`src/rtl/sequence_gen_n.sv`:
```
// -----------------------------------------------------------------------------
// sequence_gen_n
//
// Iterative multi-mode sequence generator. Computes the Nth term of a
// Fibonacci, triangle or square sequence seeded by data_in. It performs one
// WIDTH-bit add per clock. The result is returned on data_out together with a
// one-cycle done pulse.
//
// Parameters
//   WIDTH    datapath / data_in / data_out width (>= 4)
//   ORDER_W  width of the order input and of the internal iteration counter
//
// Ports
//   clk       in   rising-edge clock
//   reset     in   synchronous active-high reset, wins over every other input
//   mode      in   00 fib, 01 triangle, 10 square, 11 reserved (error)
//   load      in   must be high on two consecutive cycles to start a run
//   clear     in   leaves ERROR / OVRFLOW, aborts COMPUTE
//   order     in   N, 1-based index of the term to compute
//   data_in   in   seed value
//   busy      out  high while in LOAD or COMPUTE
//   done      out  one-cycle pulse, data_out valid
//   data_out  out  result in DONE, all ones in OVRFLOW, zero otherwise
//   overflow  out  high while in OVRFLOW
//   error     out  high while in ERROR
//
// Configuration macro
//   SEQ_GEN_SATURATE_EN  when defined, a carry-out ends the run in DONE. That
//                        cycle has data_out all ones and both done and
//                        overflow high. There is no sticky OVRFLOW state.
//                        When undefined, a carry-out parks the block in
//                        OVRFLOW until clear is asserted.
// -----------------------------------------------------------------------------
module sequence_gen_n #(
    parameter int WIDTH   = 64,
    parameter int ORDER_W = 16
) (
    input  logic               clk,
    input  logic               reset,
    input  logic [1:0]         mode,
    input  logic               load,
    input  logic               clear,
    input  logic [ORDER_W-1:0] order,
    input  logic [WIDTH-1:0]   data_in,
    output logic               busy,
    output logic               done,
    output logic [WIDTH-1:0]   data_out,
    output logic               overflow,
    output logic               error
);

    localparam logic [1:0] MODE_FIB = 2'b00;
    localparam logic [1:0] MODE_TRI = 2'b01;
    localparam logic [1:0] MODE_SQ  = 2'b10;
    localparam logic [1:0] MODE_RSV = 2'b11;

    // The addend (k or 2k-1) is formed wide enough that it can never wrap.
    // Any bit above WIDTH is then treated as an overflow.
    localparam int AW = (ORDER_W + 1 > WIDTH) ? (ORDER_W + 1) : WIDTH;

    typedef enum logic [2:0] {
        ST_IDLE    = 3'd0,
        ST_LOAD    = 3'd1,
        ST_COMPUTE = 3'd2,
        ST_DONE    = 3'd3,
        ST_ERROR   = 3'd4,
        ST_OVRFLOW = 3'd5
    } state_t;

    state_t             state_r;
    state_t             next_state_s;

    // Operands captured on the first load cycle
    logic [1:0]         mode_r;
    logic [ORDER_W-1:0] order_r;
    logic [WIDTH-1:0]   seed_r;

    // Iteration state
    logic [ORDER_W-1:0] k_r;
    logic [ORDER_W-1:0] steps_r;
    logic [WIDTH-1:0]   a_r;
    logic [WIDTH-1:0]   b_r;

    // Registered outputs
    logic               busy_r;
    logic               done_r;
    logic               overflow_r;
    logic               error_r;
    logic [WIDTH-1:0]   data_out_r;

    // Combinational datapath
    logic               is_fib_s;
    logic               fib_short_s;
    logic               load_bad_s;
    logic [ORDER_W-1:0] steps_init_s;
    logic [AW-1:0]      k_ext_s;
    logic [AW-1:0]      addend_wide_s;
    logic               addend_ovf_s;
    logic [WIDTH-1:0]   addend_s;
    logic [WIDTH-1:0]   add_x_s;
    logic [WIDTH-1:0]   add_y_s;
    logic               carry_s;
    logic [WIDTH-1:0]   sum_s;
    logic               step_ovf_s;
    logic               last_step_s;
    logic [WIDTH-1:0]   result_s;
`ifdef SEQ_GEN_SATURATE_EN
    logic               sat_ovf_s;
`endif

    // Datapath: addend generation, the single adder, and the step/overflow decode
    always_comb begin
        is_fib_s    = (mode_r == MODE_FIB);
        // Fib terms 1 and 2 are the seed itself; one idle COMPUTE cycle, no add.
        fib_short_s = is_fib_s && (order_r <= ORDER_W'(2));
        load_bad_s  = (order_r == {ORDER_W{1'b0}}) || (mode_r == MODE_RSV) ||
                      (is_fib_s && (seed_r == {WIDTH{1'b0}}));

        if (fib_short_s) begin
            steps_init_s = ORDER_W'(1);
        end else if (is_fib_s) begin
            steps_init_s = order_r - ORDER_W'(2);
        end else begin
            steps_init_s = order_r;
        end

        k_ext_s = AW'(k_r);
        case (mode_r)
            MODE_SQ:  addend_wide_s = {k_ext_s[AW-2:0], 1'b0} - AW'(1);
            MODE_TRI: addend_wide_s = k_ext_s;
            default:  addend_wide_s = k_ext_s;
        endcase
        addend_ovf_s = ((addend_wide_s >> WIDTH) != {AW{1'b0}});
        addend_s     = addend_wide_s[WIDTH-1:0];

        if (is_fib_s) begin
            add_x_s = a_r;
            add_y_s = b_r;
        end else begin
            add_x_s = b_r;
            add_y_s = addend_s;
        end
        {carry_s, sum_s} = {1'b0, add_x_s} + {1'b0, add_y_s};

        if (fib_short_s) begin
            step_ovf_s = 1'b0;
        end else if (is_fib_s) begin
            step_ovf_s = carry_s;
        end else begin
            step_ovf_s = carry_s | addend_ovf_s;
        end

        last_step_s = (k_r == steps_r);
        result_s    = fib_short_s ? b_r : sum_s;
    end

`ifdef SEQ_GEN_SATURATE_EN
    // Saturating completion: carry-out on a step that clear did not override
    assign sat_ovf_s = (state_r == ST_COMPUTE) && !clear && step_ovf_s;
`endif

    // State register
    always_ff @(posedge clk) begin
        if (reset) begin
            state_r <= ST_IDLE;
        end else begin
            state_r <= next_state_s;
        end
    end

    // Next-state logic
    always_comb begin
        next_state_s = state_r;
        case (state_r)
            ST_IDLE: begin
                if (load) begin
                    next_state_s = ST_LOAD;
                end else begin
                    next_state_s = ST_IDLE;
                end
            end
            ST_LOAD: begin
                if (!load) begin
                    next_state_s = ST_IDLE;
                end else if (load_bad_s) begin
                    next_state_s = ST_ERROR;
                end else begin
                    next_state_s = ST_COMPUTE;
                end
            end
            ST_COMPUTE: begin
                // clear outranks both completion and overflow in the same cycle
                if (clear) begin
                    next_state_s = ST_IDLE;
                end else if (step_ovf_s) begin
`ifdef SEQ_GEN_SATURATE_EN
                    next_state_s = ST_DONE;
`else
                    next_state_s = ST_OVRFLOW;
`endif
                end else if (last_step_s) begin
                    next_state_s = ST_DONE;
                end else begin
                    next_state_s = ST_COMPUTE;
                end
            end
            ST_DONE: begin
                next_state_s = ST_IDLE;
            end
            ST_ERROR: begin
                if (clear) begin
                    next_state_s = ST_IDLE;
                end else begin
                    next_state_s = ST_ERROR;
                end
            end
            ST_OVRFLOW: begin
                if (clear) begin
                    next_state_s = ST_IDLE;
                end else begin
                    next_state_s = ST_OVRFLOW;
                end
            end
            default: begin
                next_state_s = ST_IDLE;
            end
        endcase
    end

    // Operand capture and per-step iteration registers
    always_ff @(posedge clk) begin
        if (reset) begin
            mode_r  <= 2'b00;
            order_r <= {ORDER_W{1'b0}};
            seed_r  <= {WIDTH{1'b0}};
            k_r     <= {ORDER_W{1'b0}};
            steps_r <= {ORDER_W{1'b0}};
            a_r     <= {WIDTH{1'b0}};
            b_r     <= {WIDTH{1'b0}};
        end else begin
            case (state_r)
                ST_IDLE: begin
                    if (load) begin
                        mode_r  <= mode;
                        order_r <= order;
                        seed_r  <= data_in;
                    end
                end
                ST_LOAD: begin
                    a_r     <= seed_r;
                    b_r     <= seed_r;
                    k_r     <= ORDER_W'(1);
                    steps_r <= steps_init_s;
                end
                ST_COMPUTE: begin
                    if (!fib_short_s) begin
                        if (is_fib_s) begin
                            a_r <= b_r;
                        end
                        b_r <= sum_s;
                    end
                    k_r <= k_r + ORDER_W'(1);
                end
                default: begin
                end
            endcase
        end
    end

    // Output registers, decoded from the state being entered
    always_ff @(posedge clk) begin
        if (reset) begin
            busy_r     <= 1'b0;
            done_r     <= 1'b0;
            overflow_r <= 1'b0;
            error_r    <= 1'b0;
            data_out_r <= {WIDTH{1'b0}};
        end else begin
            busy_r  <= (next_state_s == ST_LOAD) || (next_state_s == ST_COMPUTE);
            done_r  <= (next_state_s == ST_DONE);
            error_r <= (next_state_s == ST_ERROR);
`ifdef SEQ_GEN_SATURATE_EN
            overflow_r <= sat_ovf_s;
`else
            overflow_r <= (next_state_s == ST_OVRFLOW);
`endif
            case (next_state_s)
                ST_DONE: begin
`ifdef SEQ_GEN_SATURATE_EN
                    data_out_r <= sat_ovf_s ? {WIDTH{1'b1}} : result_s;
`else
                    data_out_r <= result_s;
`endif
                end
                ST_OVRFLOW: data_out_r <= {WIDTH{1'b1}};
                default:    data_out_r <= {WIDTH{1'b0}};
            endcase
        end
    end

    assign busy     = busy_r;
    assign done     = done_r;
    assign overflow = overflow_r;
    assign error    = error_r;
    assign data_out = data_out_r;

endmodule

```
`config.mk`:
```
export PLATFORM = sky130hd
export DESIGN_NAME = sequence_gen_n
export DESIGN_NICKNAME = d
export VERILOG_FILES = /design/src/rtl/sequence_gen_n.sv
export SDC_FILE = /design/constraint.sdc
export NUM_CORES = 1
export LEC_CHECK = 0
export ABC_AREA = 1
export BUFFER_PORTS_ARGS = -buffer_cell sky130_fd_sc_hd__buf_2
export CAP_MARGIN = 20
export CORE_UTILIZATION = 25
export CTS_CLUSTER_SIZE = 20
export DETAILED_ROUTE_END_ITERATION = 12
export GPL_TIMING_DRIVEN = 0
export PLACE_DENSITY_LB_ADDON = 0.05
export SLEW_MARGIN = 25
export SYNTH_ARGS = -nofsm -noshare
export SYNTH_HDL_FRONTEND = slang
export SYNTH_SLANG_ARGS = --single-unit
```
`constraint.sdc`:
```
create_clock -name clk -period 5.2 [get_ports clk]
set_input_delay 0.26 -clock clk [delete_from_list [all_inputs] [get_ports clk]]
set_output_delay 0.26 -clock clk [all_outputs]
set_load 0.01 [all_outputs]
```
After elaboration in Yosys (flattened, before gate mapping)
Cells that the tools add are included.
{"block": "op_classes", "n_addsub": 4, "order_cmp": 1, "n_eq_ne": 14, "mux": 22, "reduce_logical": 12}
{"op": "2-to-1 mux 64 bit", "n": 6}
{"op": "one-hot mux 64 bit (2 select lines)", "n": 3}
{"op": "adder 64 x 64 -> 65 bit", "n": 1}
{"op": "zero test 64 bit", "n": 1}
{"op": "2-to-1 mux 16 bit", "n": 2}
{"op": "one-hot mux 16 bit (2 select lines)", "n": 1}
{"op": "2-to-1 mux 3 bit", "n": 6}
{"op": "subtractor 17 x 1 -> 18 bit (second input constant)", "n": 1}
{"op": "adder 16 x 1 -> 16 bit (second input constant)", "n": 1}
{"op": "== test 16 bit", "n": 1}
{"op": "<= comparator 16 x 2 -> 1 bit (second input constant)", "n": 1}
{"op": "zero test 16 bit", "n": 1}
{"op": "subtractor 16 x 2 -> 16 bit (second input constant)", "n": 1}
{"op": "one-hot mux 3 bit (5 select lines)", "n": 1}
{"op": "== test 3 bit (second input constant)", "n": 4}
{"op": "== test 3 x 2 -> 1 bit (second input constant)", "n": 3}
{"op": "== test 3 x 1 -> 1 bit (second input constant)", "n": 2}
{"op": "== test 2 bit (second input constant)", "n": 2}
{"op": "!= test 2 bit (second input constant)", "n": 2}
{"op": "zero test 3 bit", "n": 1}
{"op": "logical OR 1 bit", "n": 3}
{"op": "2-to-1 mux 1 bit", "n": 3}
{"op": "AND reduction 3 bit", "n": 1}
{"op": "logical AND 1 bit", "n": 2}
{"op": "other kinds (3)", "n": 3}
{"block": "word_totals", "reg_bits": 313, "input_bits": 86, "output_inout_bits": 68, "word_cells": 66}

Longest topological paths before layout
{"block": "depth", "ltp_word": 10, "depth_mapped": 36}

Least setup slack after synthesis
No wires, ideal clock.
{"block": "synth_timing", "path_type": "register -> register", "start": "reg k_r[0]", "end": "reg data_out_r[10], in the netlist data_out[10]", "arrival_time_ns": 3.759, "slack_ns": 1.316, "stages_incl_launch_ff": 33, "path_buffers": 3, "synth_period_minus_slack_ns": 3.884, "cell_sequence": "dfxtp_1 > inv_1 > ha_1 > inv_1 > nor2_1 > nand4_1 > nor2_1 > inv_1 > nor2_1 > inv_1 > nor3_1 > nand4_1 > o21ai_1 > inv_1 > buf_2 > buf_2 > a21oi_1 > ha_1 > nand2_1 > inv_1 > nand2_1 > nand2_1 > a21oi_1 > nand2_1 > a21oi_1 > nand2_2 > nand3_2 > nand2_2 > inv_2 > nor2_4 > nand2_1 > clkbuf_1 > nand2_1"}
{"block": "synth_via", "elab_chain_len": 10, "word_cells_on_any_way": 14, "classes_between": "2 x add/sub; 3 x eq/ne; 9 x mux"}
{"element": "from (decl)", "line": "79", "text": "logic [ORDER_W-1:0] k_r;"}
{"element": "from (signal assigned)", "line": "236", "text": "k_r <= {ORDER_W{1'b0}};"}
{"element": "from (signal assigned)", "line": "262", "text": "k_r <= k_r + ORDER_W'(1);"}
{"element": "subtractor 17 x 1 -> 18 bit", "line": "129", "text": "MODE_SQ: addend_wide_s = {k_ext_s[AW-2:0], 1'b0} - AW'(1);"}
{"element": "2-to-1 mux 64 bit", "line": "128", "text": "case (mode_r)"}
{"element": "2-to-1 mux 64 bit", "line": "136", "text": "if (is_fib_s) begin"}
{"element": "adder 64 x 64 -> 65 bit", "line": "143", "text": "{carry_s, sum_s} = {1'b0, add_x_s} + {1'b0, add_y_s};"}
{"element": "2-to-1 mux 1 bit", "line": "145", "text": "if (fib_short_s) begin"}
{"element": "2-to-1 mux 3 bit", "line": "195", "text": "end else if (step_ovf_s) begin"}
{"element": "2-to-1 mux 3 bit", "line": "193", "text": "if (clear) begin"}
{"element": "one-hot mux 3 bit (5 select lines)", "line": "174", "text": "case (state_r)"}
{"element": "== test 3 bit / == test 3 x 2 -> 1 bit (equally long branches)", "line": "287", "text": "case (next_state_s)"}
{"element": "one-hot mux 64 bit (2 select lines) *", "line": "287"}
{"element": "to (signal assigned)", "line": "292", "text": "data_out_r <= result_s;"}
{"element": "to (signal assigned)", "line": "295", "text": "ST_OVRFLOW: data_out_r <= {WIDTH{1'b1}};"}
{"element": "to (signal assigned)", "line": "296", "text": "default: data_out_r <= {WIDTH{1'b0}};"}
{"element": "to (decl)", "line": "89", "text": "logic [WIDTH-1:0] data_out_r;"}
Mark *: on every way between the ends. The rest lies on a longest branch, timed or not.
A chain may end at the register's enable or synchronous reset.

Final worst setup path
{"block": "layout_timing", "start": "reg mode_r[0]", "end": "reg b_r[28]"}
{"block": "layout_via", "elab_chain_len": 6, "word_cells_on_any_way": 9, "classes_between": "1 x add/sub; 1 x eq/ne; 5 x mux; 2 x reduce/logical"}
{"element": "from (decl)", "line": "74", "text": "logic [1:0] mode_r;"}
{"element": "from (signal assigned)", "line": "244", "text": "mode_r <= mode;"}
{"element": "== test 2 bit", "line": "128"}
{"element": "2-to-1 mux 64 bit", "line": "128"}
{"element": "2-to-1 mux 64 bit", "line": "136"}
{"element": "adder 64 x 64 -> 65 bit", "line": "143"}
{"element": "2-to-1 mux 64 bit *", "line": "256", "text": "if (!fib_short_s) begin"}
{"element": "one-hot mux 64 bit (2 select lines) *", "line": "241", "text": "case (state_r)"}
{"element": "to (signal assigned)", "line": "239", "text": "b_r <= {WIDTH{1'b0}};"}
{"element": "to (signal assigned)", "line": "251", "text": "b_r <= seed_r;"}
{"element": "to (signal assigned)", "line": "260", "text": "b_r <= sum_s;"}
{"element": "to (decl)", "line": "82", "text": "logic [WIDTH-1:0] b_r;"}
Marked as above.

==> impl_metrics.py <==
metrics = {
    "timing": {
        "tightest_slew_ps": 1123,
        "setup_slack_ps": 202.8,
        "final-hold-violation-count": 0,
        "fin_crit_ps": 4997,
        "fmax_mhz": 200.1,
        "maxSlewHeadroom_pct": 24.37,
        "whs_ps": 32.03,
        "setup_viol": 0,
        "skew_ps": 16.09,
        "slew_viol_final": 0,
        "period_share_pct": 96.10,
    },
    "power": {
        "p_switching_uw": 3148,
        "combPwrFrac_pct": 31.7,
        "pwr-share-clk_pct": 34.8,
        "powerDensity_mw_per_mm2": 322.0,
        "irDropWorstVdd_mv": 0.2482,
        "switching_share_pct": 39.16,
        "p_leak_uw": 0.01190,
        "p_int_uw": 4891,
        "p_seq_share_pct": 33.5,
    },
    "place": {
        "place_inst": 4675,
        "io_buffers": 153,
        "hpwl_mm": 85.53,
        "gp_congestion": 0.9544,
        "place_area_mm2": 0.02273,
        "dpl_worst_slack_ps": -591.3,
    },
    "synthesis": {
        "synthFlopType": "dfxtp_1",
        "synth_edf_count": 0,
        "synth_area_mm2": 0.02063,
        "synthTopCellsByArea": "dfxtp_1, nand2_1, inv_1",
        "avgSynthCellArea_um2": 5.959,
        "synth_cells": 3462,
        "syn_nets": 3616,
        "synth_area_leader_cell": "dfxtp_1",
        "synth.most_common_cell": "nand2_1",
        "synth_top_cell_area_share_pct": 30.37,
        "synth-seq-area-share_pct": 30.37,
        "ys_warn_count": 0,
        "synth_commonest_cells": "nand2_1, inv_1, dfxtp_1",
        "synth_cell_types": 48,
        "yosys_register_bits": 313,
        "synthArstFlopShare_pct": 0,
    },
    "critical_path": {
        "crit_fanout": 10,
        "crit_arrival_ps": 5500,
        "crit_path_start_kind": "register",
        "crit_path_end_kind": "register",
        "crit_type": "register to register",
        "crit_required_ps": 5700,
    },
    "run_status": {
        "outcome": "complete, no violations",
    },
    "global_route": {
        "busiest_layer": "met1",
        "grt_pass1_vias": 21350,
        "met1_usage_pct": 37.51,
        "grt_max_degree": 12,
        "grt-ovfl-total": 0,
        "grt_pass1_wl_mm": 148.1,
        "grtUsageMet3_pct": 4.031,
        "grt_usage_pct": 24.50,
        "antenna_found_initial": 2,
        "met2_usage_pct": 35.36,
    },
    "floorplanning": {
        "die_h_um": 289.3,
        "core_area_mm2": 0.08107,
        "initial_utilization_pct": 25.45,
        "io-pin-count": 154,
        "std_cell_rows": 104,
        "die_area_mm2": 0.08368,
        "die_x_um": 289.3,
    },
    "job": {
        "maxCapViolCount": 0,
    },
    "clocking": {
        "clockBufferDepth": 3,
        "htreeDepth": 2,
        "cts_tree": "yes",
        "cts-root-buf": "clkbuf_16",
        "clock-sinks": 313,
        "clk_latency_ps": 580,
        "cts_made_buffers": 40,
        "cts.clk_slew.worst_paths_ps": 60,
    },
    "final_layout": {
        "drive_above_1_share_pct": 9.130,
        "nNetsFinal": 3881,
        "area_delta_synth_final_pct": 21.03,
        "fillers": 9416,
        "final_core_util_pct": 30.80,
        "layout.cells.non_filler": 4818,
        "fin_area_mm2": 0.02497,
    },
    "min_path": {
        "hp-class": "input port to register",
    },
    "route": {
        "routed_wl_mm": 104.2,
        "detail_route.vias_per_cell": 4.729,
        "vias": 22780,
        "routedWlPerCell_um": 21.63,
        "ant_nets": 0,
        "detail_route.drc_violations": 0,
        "drt-initial-drc-count": 1828,
        "drtPass1Iterations": 5,
    },
}
stage by stage:
step,total power [uW],TNS (ps)
CTS,7991,0
global route,8435,-200.9
floorplan,4089,0
global placement,5138,-34230
finish,8039,0
detailed placement,5121,-34800
flip-flops by register name (all words and copies together) (netlist names):
name and flops:
mode_r 2, b_r 64, order_r 16, error 1
state_r 3, a_r 64, data_out 64, seed_r 64
overflow 1, busy 1, done 1, steps_r 16
k_r 16
logic make-up after synthesis:
logic type | count (synthesis) | share of synthesized area [%]
AO/OA/AOI/OAI | 701 | 18.55
XOR/XNOR | 44 | 1.868
adder cells (fa/ha/maj) | 68 | 4.160
buffers and inverters | 712 | 13.34
flip-flops | 313 | 30.37
multiplexers | 2 | 0.09704
AND/OR/NAND/NOR | 1622 | 31.62
worst paths after layout:
path,from,endpoint,slack [ps],cells after the start
max,mode_r[0]$_SDFFE_PP0P_,b_r[28]$_SDFFE_PP0P_,200,16
min,data_in[62],seed_r[62]$_SDFFE_PP0P_,30,3
max reg2reg,mode_r[0]$_SDFFE_PP0P_,b_r[28]$_SDFFE_PP0P_,200,16
min reg2reg,b_r[34]$_SDFFE_PP0P_,a_r[34]$_SDFFE_PP0P_,480,2
layout make-up:
class                      count  area, um^2  share of cell area (%)
timing repair buffer         223        1469                   5.883
antenna                        1       2.502                 0.01002
sequential                   313        6267                   25.10
buffer                       162       730.7                   2.926
inverter                     550        2064                   8.268
clock buffer                  62        1215                   4.866
clock inverter                10       93.84                  0.3758
tap                         1060        1326                   5.312
multi-input combinational   2437       11800                   47.26
worst max-delay path, cell delays in order (launching register included):
cell and delay, ps:
dfxtp_1 300, buf_2 210, nor2_4 360, clkbuf_1 550, clkbuf_1 520, o21ai_0 220, ha_1 410, nand2_1 130
nor2_1 250, nand2_1 240, nor3_1 190, nand2_1 100, nand2_1 320, xor2_1 120, o21ai_0 720, nand2_1 100
a21oi_1 150
layout by cell type, fill, tap and decap left out, types with 41 or more instances in the layout:
cell type / n
nand3_1: 105
a31oi_1: 85
buf_2: 166
clkbuf_16: 41
inv_1: 533
o22ai_1: 51
ha_1: 52
dlygate4sd3_1: 58
o21ai_0: 267
nand2_1: 1144
a21oi_1: 230
dfxtp_1: 312
nor2_1: 256
clkbuf_1: 128
power by group through the flow:
stage	Combinational (uW)	Sequential, uW	Clock, uW
after detailed placement	2380	2740	0
after floorplan	1410	2680	0
after global placement	2400	2740	0
final	2550	2690	2800
after global routing	2770	2710	2960
after CTS	2440	2690	2860
what timing repair did:
item,in CTS,in global routing
setup buffers,4,7
endpoints found under the setup margin,67,78
resized for setup,16,55
hold buffers,58,0
cloned,1,0
endpoints found under the hold margin,58,0
pin swaps,2,6
metal layers:
| metal | vias to the layer above | wire, um |
|---|---|---|
| li1 | 11500 | - |
| met1 | 10540 | 53700 |
| met2 | 657 | 41960 |
| met3 | 86 | 6713 |
| met4 | 0 | 1853 |
| met5 | - | 0 |
(Power assumes the default switching activity.)
